<file path="config.mk">
export PLATFORM = sky130hd
export DESIGN_NAME = lbp_code_builder
export DESIGN_NICKNAME = d
export VERILOG_FILES = /design/src/rtl/lbp_code_builder.sv
export SDC_FILE = /design/constraint.sdc
export NUM_CORES = 1
export LEC_CHECK = 0
export BUFFER_PORTS_ARGS = -buffer_cell sky130_fd_sc_hd__buf_2
export CORE_UTILIZATION = 30
export CTS_CLUSTER_DIAMETER = 120
export DETAILED_ROUTE_END_ITERATION = 10
export SLEW_MARGIN = 5
export SYNTH_ARGS = -nofsm -noshare
export SYNTH_HDL_FRONTEND = slang
export SYNTH_SLANG_ARGS = --single-unit
export TNS_END_PERCENT = 20
</file>
<file path="constraint.sdc">
create_clock -name clk -period 7 [get_ports clk]
set_input_delay 2.1 -clock clk [delete_from_list [all_inputs] [get_ports clk]]
set_output_delay 2.1 -clock clk [all_outputs]
set_load 0.05 [all_outputs]
</file>
<file path="src/rtl/lbp_code_builder.sv">
// Builds an 8-bit circular LBP code from eight neighbour samples aligned to a
// fixed-latency interpolator, with popcount and uniform-pattern flag.
module lbp_code_builder #(
  parameter int LATENCY = 3
) (
  input  logic       clk,
  input  logic       rst,
  input  logic       in_valid,
  input  logic       in_first,
  input  logic [7:0] center,
  input  logic [7:0] I,
  output logic       out_valid,
  output logic [7:0] lbp_code,
  output logic [3:0] ones,
  output logic       uniform,
  output logic       err
);

  typedef enum logic {
    S_IDLE,
    S_ACCUM
  } state_t;

  logic [LATENCY-1:0] r_dly_valid;
  logic [LATENCY-1:0] r_dly_first;
  logic [7:0]         r_dly_center [LATENCY];

  state_t     r_state;
  logic [2:0] r_idx;
  logic [7:0] r_code;
  logic [7:0] r_c;

  logic       w_d_valid;
  logic       w_d_first;
  logic [7:0] w_d_center;
  logic       w_bit_first;
  logic       w_bit_acc;
  logic [7:0] w_final_code;
  logic [3:0] w_ones;
  logic       w_uniform;

  // NOTE: the sideband delay line is a small register array, not a RAM, so it
  // is cleared on reset; a stale valid would otherwise fire after reset.
  always_ff @(posedge clk) begin
    if (rst) begin
      r_dly_valid <= '0;
      r_dly_first <= '0;
      for (int k = 0; k < LATENCY; k++) r_dly_center[k] <= '0;
    end else begin
      for (int k = LATENCY - 1; k > 0; k--) begin
        r_dly_valid[k]  <= r_dly_valid[k-1];
        r_dly_first[k]  <= r_dly_first[k-1];
        r_dly_center[k] <= r_dly_center[k-1];
      end
      r_dly_valid[0]  <= in_valid;
      r_dly_first[0]  <= in_first & in_valid;
      r_dly_center[0] <= center;
    end
  end

  assign w_d_valid  = r_dly_valid[LATENCY-1];
  assign w_d_first  = r_dly_first[LATENCY-1];
  assign w_d_center = r_dly_center[LATENCY-1];

  // Ties count as 1; bit 7 of the partial code is always still clear here.
  assign w_bit_first  = (I >= w_d_center);
  assign w_bit_acc    = (I >= r_c);
  assign w_final_code = {w_bit_acc, r_code[6:0]};
  assign w_ones       = 4'($countones(w_final_code));
  assign w_uniform    = ($countones(w_final_code ^ {w_final_code[0], w_final_code[7:1]}) <= 2);

  // NOTE: all state below uses non-blocking assignments so every register
  // sees the pre-edge values of its neighbours.
  always_ff @(posedge clk) begin
    if (rst) begin
      r_state   <= S_IDLE;
      r_idx     <= '0;
      r_code    <= '0;
      r_c       <= '0;
      out_valid <= 1'b0;
      lbp_code  <= '0;
      ones      <= '0;
      uniform   <= 1'b0;
      err       <= 1'b0;
    end else begin
      out_valid <= 1'b0;
      err       <= 1'b0;
      if (w_d_valid) begin
        if (w_d_first) begin
          // A first sample always opens a pixel; inside ACCUM it aborts the old one.
          err     <= (r_state == S_ACCUM);
          r_c     <= w_d_center;
          r_code  <= {7'd0, w_bit_first};
          r_idx   <= 3'd1;
          r_state <= S_ACCUM;
        end else if (r_state == S_IDLE) begin
          err <= 1'b1;
        end else if (r_idx == 3'd7) begin
          lbp_code  <= w_final_code;
          ones      <= w_ones;
          uniform   <= w_uniform;
          out_valid <= 1'b1;
          r_code    <= '0;
          r_idx     <= '0;
          r_state   <= S_IDLE;
        end else begin
          r_code[r_idx] <= w_bit_acc;
          r_idx         <= r_idx + 3'd1;
        end
      end
    end
  end

endmodule

</file>
==> results of run 1 <==
## sequential cells by signal, indices dropped and copies added, names as in the netlist
signal / cells
err: 1
r_state: 1
uniform: 1
r_code: 7
r_c: 8
ones: 4
r_dly_first: 3
lbp_code: 8
r_idx: 3
r_dly_valid: 3
r_dly_center: 24
out_valid: 1
## cell families (layout without fill, tap and decap cells)
group | count (synthesis) | count (layout) | share of synthesized area
simple gates | 116 | 116 | 0.200
flops | 64 | 64 | 0.427
compound gates | 59 | 59 | 0.121
buf+inv | 49 | 86 | 0.0638
fa+ha+maj | 34 | 34 | 0.162
xor+xnor | 8 | 8 | 0.0233
mux | 1 | 1 | 0.00333
## cell type report
| class | instances | share of cell area |
|---|---|---|
| Tap cell | 133 | 0.0478 |
| Inverter | 35 | 0.0378 |
| Clock buffer | 9 | 0.0356 |
| Timing Repair Buffer | 36 | 0.0532 |
| Multi-Input combinational cell | 218 | 0.440 |
| Clock inverter | 6 | 0.0176 |
| Sequential cell | 64 | 0.368 |
## cells in the mapped netlist (3+ instances only)
cell        n  area share
a211oi_1    4       0.010
a21oi_1    25       0.042
a31oi_1     4      0.0083
clkbuf_1   13       0.016
dfxtp_1    64        0.43
fa_1        8       0.053
ha_1       26        0.11
inv_1      35       0.044
nand2_1    34       0.043
nand2b_1    6       0.013
nand3_1    10       0.017
nor2_1     15       0.019
nor2b_1    33       0.069
nor3_1      5      0.0083
o2111ai_1   3      0.0088
o21ai_0    12       0.020
xnor2_1     6       0.018
## how the worst min path moves through the flow
stage,startpoint,endpoint,slack (ns),cells past startpoint
floorplan,r_dly_center[0][2],r_dly_center[0][10],0.41,1
detailed placement,r_dly_center[0][4],r_dly_center[0][12],0.42,1
CTS,r_dly_center[0][2],r_dly_center[0][10],0.43,1
global placement,r_dly_center[0][6],r_dly_center[0][14],0.42,1
finish,r_dly_center[0][2],r_dly_center[0][10],0.43,1
global route,r_dly_center[0][11],r_dly_center[0][19],0.45,1
## worst max-delay path: cells and delay by family
family,cells,cell delay [ns]
simple gates,4,0.69
xor+xnor,1,0.14
mux,1,0.10
compound gates,4,1.06
fa+ha+maj,5,1.92
buf+inv,3,0.24
## metrics by stage
stage	util	worst slack (ns)	hold WS (ns)	total power, mW
floorplan	-	1.18	0.414	0.411
global placement	0.338	0.869	0.418	0.423
detailed placement	0.338	0.671	0.420	0.425
CTS	0.358	1.03	0.433	0.728
global route	0.358	0.659	0.452	0.750
finish	0.358	1.02	0.429	0.715
## power breakdown
group | switching (mW) | internal, mW | leakage [nW]
logic | 0.0241 | 0.0185 | 0.754
registers | 0.00238 | 0.371 | 0.520
clock network | 0.139 | 0.161 | 0.0948
total | 0.165 | 0.550 | 1.37
## metal layers
metal,vias to the layer above,track usage
li1,1157,-
met1,1024,0.138
met2,59,0.202
met4,0,0.0429
met5,-,0
met3,8,0.0349
## layout by cell type, fill, tap and decap left out, types with 3 or more instances in the layout
cell       Yosys  routed
dfxtp_1       64      64
inv_1         35      35
nand2_1       34      34
buf_2          0      34
nor2b_1       33      33
ha_1          26      26
a21oi_1       25      25
nor2_1        15      15
o21ai_0       12      12
nand3_1       10      10
clkbuf_8       0       9
fa_1           8       8
nand2b_1       6       6
xnor2_1        6       6
nor3_1         5       5
a211oi_1       4       4
a31oi_1        4       4
o2111ai_1      3       3
clkinv_2       0       3
==> metrics.yaml, run 1 <==
outcome: "finished clean"
ios: 35
top_layer: "met4"
min_period_ns: 5.98
ir_drop_uv: 134
clk_latency_ns: 0.34
worst_setup_path_start_kind: "input pin"
yosysUniqueCellTypes: 38
cts_hold_buf: 0
r2r-end: "uniform"
clk_pin_slew_ns: 0.07
ant_nets: 0
fp.dieW_um: 102
drt-met1-wl_um: 2500
grt_max_degree: 35
synthArstFlopShare: 0
cp_max_fo: 7
crit_chain: "buf_2, ha_1, and3_1, a211oi_1, nand2b_1, o21ai_4, xnor2_1, fa_1, inv_1, fa_1, ha_1, inv_1, fa_1, a211oi_1, mux2i_1, nor3_1, a21oi_1, nor2_1"
area_delta_synth_final_pct: 15.9
wl_per_cell_um: 10.9
vias_per_cell: 4.49
regArea_um2: 1280
cp-end-kind: "flop"
diodes: 0
place.gp.congestion: 0.830
ys_seq_area_frac: 0.427
hold_path.class: "reg -> reg"
slew_viol_final: 0
ff2ff_path_depth: 18
start_util: 0.309
leakagePower_nw: 1.37
post_cts_buffers: 0
cts_tree: "yes"
grt_pass1_vias: 2096
cp-endpoint: "uniform"
num_vias: 2248
gr-total-overflow: 0
cts_resized: 0
required_ns: 7.27
dpl-instance-area_um2: 3290
wl_met3_um: 288
place_inst: 486
htreeDepth: 3
route.detailed.drc: 0
grt_first_pass_wirelength_um: 9430
hold_violations: 0
finalNonFillerCells: 501
crit_top_cell: "fa_1"
drv_cap: 0
wl_met2_um: 2600
cp_slowest_cell: "fa_1"
slowest_delay_ns: 0.54
r2r_slack_ns: 2.55
crit_path_start: "I[6]"
io_buffers: 34
synth-seq-cells: 64
cts_buffers: 9
synth-edff-count: 0
slew_headroom: 0.633
path_class: "in -> reg"
synth.avg_cell_area_um2: 9.07
tns_ns: 0
ys_warn_count: 0
routed_wl_um: 5480
synth_fp_nets: 385
power_density_nw_per_um2: 206
core_um2: 9730
cts_sinks: 64
stdcell_area_um2: 3480
worst_clock_skew_ns: 0.00871
drt_iter0_drc: 64
multi_input_area_um2: 1530
synth_area_um2: 3000
rsz0062_at_grt: "false"
die-area_um2: 10400
dp_hpwl_um: 4110
rows: 36
worst_pin_slew_ns: 0.547
antenna_found_initial: 0
nets: 418
syn_inst: 331
layout-drive-gt1-share: 0.149
dominantRegCellSynth: "dfxtp_1"
fin_crit_sh: 0.854
grt.total_usage: 0.117
arrival_ns: 6.25
max_freq_ghz: 0.167
fillers: 1016
setup_viol: 0
clockRootBuffer: "clkbuf_8"
clock_path_buffers: 2
r2r-start: "r_c[6]"
dr.pass1.iters: 4
die_height_um: 102
Power figures use the tool's default switching activity.
==> run 2, diff against run 1 <==
--- a/config.mk
+++ b/config.mk
@@ -9,6 +9,8 @@
 export CORE_UTILIZATION = 30
 export CTS_CLUSTER_DIAMETER = 120
 export DETAILED_ROUTE_END_ITERATION = 10
+export PLACE_DENSITY = 0.58
+export RECOVER_POWER = 100
 export SLEW_MARGIN = 5
 export SYNTH_ARGS = -nofsm -noshare
 export SYNTH_HDL_FRONTEND = slang
==> metrics.yaml, run 2 (same netlist as run 1, synthesis figures left out) <==
r2r_slack_ns: 2.58  # was 2.55 ns
layout-drive-gt1-share: 0.106  # was 0.149
nets: 418  # unchanged
r2r-end: "uniform"  # unchanged
die_height_um: 102  # unchanged
worst_clock_skew_ns: 0.0111  # was 0.00871 ns
r2r-start: "r_c[6]"  # unchanged
htreeDepth: 3  # unchanged
largest_reg_flops: 24  # unchanged
clockRootBuffer: "clkbuf_8"  # unchanged
cts_buffers: 9  # unchanged
cts_sinks: 64  # unchanged
fin_crit_sh: 0.844  # was 0.854
tns_ns: 0  # unchanged
grt_pass1_vias: 2179  # was 2,096
cpLargestDelayFamily: "adder cells"  # unchanged
clock_path_buffers: 2  # unchanged
cp-endpoint: "uniform"  # unchanged
clkPwrFrac: 0.413  # was 0.419
wl_per_cell_um: 11.5  # was 10.9 um
pwr-share-comb: 0.060  # about the same
ir_drop_uv: 121  # was 134 uV
cts_resized: 0  # unchanged
io_buffers: 34  # unchanged
die-area_um2: 10400  # unchanged
place.gp.congestion: 0.782  # was 0.830
p_total_mw: 0.708  # was 0.715 mW
cts_tree: "yes"  # unchanged
route.detailed.drc: 0  # unchanged
slew_headroom: -0.845  # was 0.633
clk_pin_slew_ns: 0.08  # was 0.07 ns
min_period_ns: 5.91  # was 5.98 ns
core_um2: 9730  # unchanged
dp_hpwl_um: 4040  # was 4110 um
grt_first_pass_wirelength_um: 9690  # was 9430 um
layout_common_cells: "dfxtp_1, inv_1, nand2_1"  # was dfxtp_1, inv_1, nand2_1, buf_2, nor2b_1
intPower_mw: 0.521  # was 0.550 mW
drv_cap: 1  # was 0
slew_viol_final: 65  # was 0
gr-total-overflow: 0  # unchanged
outcome: "finished with violations"  # was finished clean
ios: 35  # unchanged
start_util: 0.309  # unchanged
drt_iter0_drc: 78  # was 64
area_delta_synth_final_pct: 14.8  # was 15.9%
leakagePower_nw: 1.29  # was 1.37 nW
vias_per_cell: 4.52  # was 4.49
required_ns: 7.27  # about the same
worst_pin_slew_ns: 2.77  # was 0.547 ns
slowest_delay_ns: 0.54  # about the same
num_vias: 2268  # was 2,248
power_switching_mw: 0.187  # was 0.165 mW
seqPwrFrac: 0.527  # was 0.522
setup_viol: 0  # unchanged
crit_cells: 18  # unchanged
post_cts_buffers: 0  # unchanged
max_freq_ghz: 0.169  # was 0.167 GHz
crit_chain: "clkbuf_1, ha_1, and3_1, a211oi_1, nand2b_1, o21ai_4, xnor2_1, fa_1, inv_1, fa_1, ha_1, inv_1, fa_1, a211oi_1, mux2i_1, nor3_1, a21oi_1, nor2_1"  # was buf_2, ha_1, and3_1, a211oi_1, nand2b_1, o21ai_4, xnor2_1, fa_1, inv_1, fa_1, ha_1, inv_1, fa_1, a211oi_1, mux2i_1, nor3_1, a21oi_1, nor2_1
ff2ff_path_depth: 18  # unchanged
reg.largest.list: "r_dly_center (24), lbp_code (8), r_c (8)"  # unchanged
grt_max_degree: 65  # was 35
cp_slowest_cell: "fa_1"  # unchanged
worst-path-buf-inv: 3  # unchanged
power_density_nw_per_um2: 205  # was 206 nW/um2
hold_violations: 0  # unchanged
ant_nets: 0  # unchanged
fp.dieW_um: 102  # unchanged
rsz0062_at_grt: "false"  # unchanged
worst_setup_path_start_kind: "input pin"  # unchanged
clk_latency_ns: 0.36  # was 0.34 ns
hold_path.class: "reg -> reg"  # unchanged
crit_path_start: "I[6]"  # unchanged
final_common_cell: "dfxtp_1"  # unchanged
antenna_found_initial: 0  # unchanged
routed_wl_um: 5750  # was 5480 um
cp-end-kind: "flop"  # unchanged
dr.pass1.iters: 6  # was 4
cts_hold_buf: 0  # unchanged
diodes: 0  # unchanged
failed_checks: "max-capacitance violations, max-slew violations"
crit_top_cell: "fa_1"  # unchanged
path_class: "in -> reg"  # unchanged
rows: 36  # unchanged
regMostFlops: "r_dly_center"  # unchanged
grt.total_usage: 0.123  # was 0.117
cp_max_fo: 7  # unchanged
fillers: 1043  # was 1,016
swShare: 0.264  # was 0.231
arrival_ns: 6.18  # was 6.25 ns
[run 2: cell count changes in the layout (fill, tap and decap cells not counted), moves of 2 or more]
cell,delta
clkbuf_1,+17
buf_2,-16
clkinv_2,-2
clkinv_4,+2
inv_6,+2
[run 2: worst reg2reg max path, cell delays in order, from the launching register on]
cell      delay, ns
dfxtp_1        0.33
inv_1          0.05
ha_1           0.28
and3_1         0.18
a211oi_1       0.46
nand2b_1       0.24
o21ai_4        0.29
xnor2_1        0.14
fa_1           0.51
inv_1          0.05
fa_1           0.54
ha_1           0.17
inv_1          0.06
fa_1           0.37
a211oi_1       0.23
mux2i_1        0.11
nor3_1         0.17
a21oi_1        0.06
nor2_1         0.09
[run 2: cell type report]
| cell class | instances | area (um2) | area share |
|---|---|---|---|
| multi-input cells | 218 | 1530 | 0.443 |
| clock inverters | 7 | 56.3 | 0.0163 |
| inverters | 35 | 131 | 0.0381 |
| well taps | 133 | 166 | 0.0483 |
| repair buffers | 36 | 161 | 0.0468 |
| flip-flops and latches | 64 | 1280 | 0.372 |
| clock buffers | 9 | 124 | 0.0359 |
[run 2: worst min path at each step]
stage	from	end	slack, ns	cells past startpoint
6_report	r_dly_valid[0]	r_dly_valid[1]	0.43	1
5_1_grt	r_dly_valid[1]	r_dly_valid[2]	0.46	1
4_1_cts	r_dly_center[0][2]	r_dly_center[0][10]	0.44	1
3_5_place_dp	r_dly_center[0][2]	r_dly_center[0][10]	0.42	1
3_3_place_gp	r_dly_center[0][14]	r_dly_center[0][22]	0.42	1
2_1_floorplan	r_dly_center[0][2]	r_dly_center[0][10]	0.41	1
[run 2: stage by stage]
stage	utilization	setup WS (ns)	hold WS, ns	instance area [um2]	instances
CTS	0.357	1.13	0.440	3470	502
detailed placement	0.338	0.767	0.421	3290	486
global placement	0.338	0.870	0.418	3290	486
finish	0.354	1.09	0.433	3450	502
floorplan	-	1.18	0.414	3000	331
global route	0.354	0.653	0.458	3450	502
[run 2: layer usage]
layer / part of all wire / GRT usage
met1: 0.48 / 0.141
met2: 0.45 / 0.207
met3: 0.051 / 0.0458
met4: 0.020 / 0.0495
met5: 0 / 0
[run 2: power groups by stage]
stage	clock, mW	sequential, mW	combinational, mW
finish	0.292	0.373	0.0426
global route	0.312	0.374	0.0497
CTS	0.299	0.373	0.0435
detailed placement	0	0.382	0.0431
global placement	0	0.382	0.0413
floorplan	0	0.381	0.0298
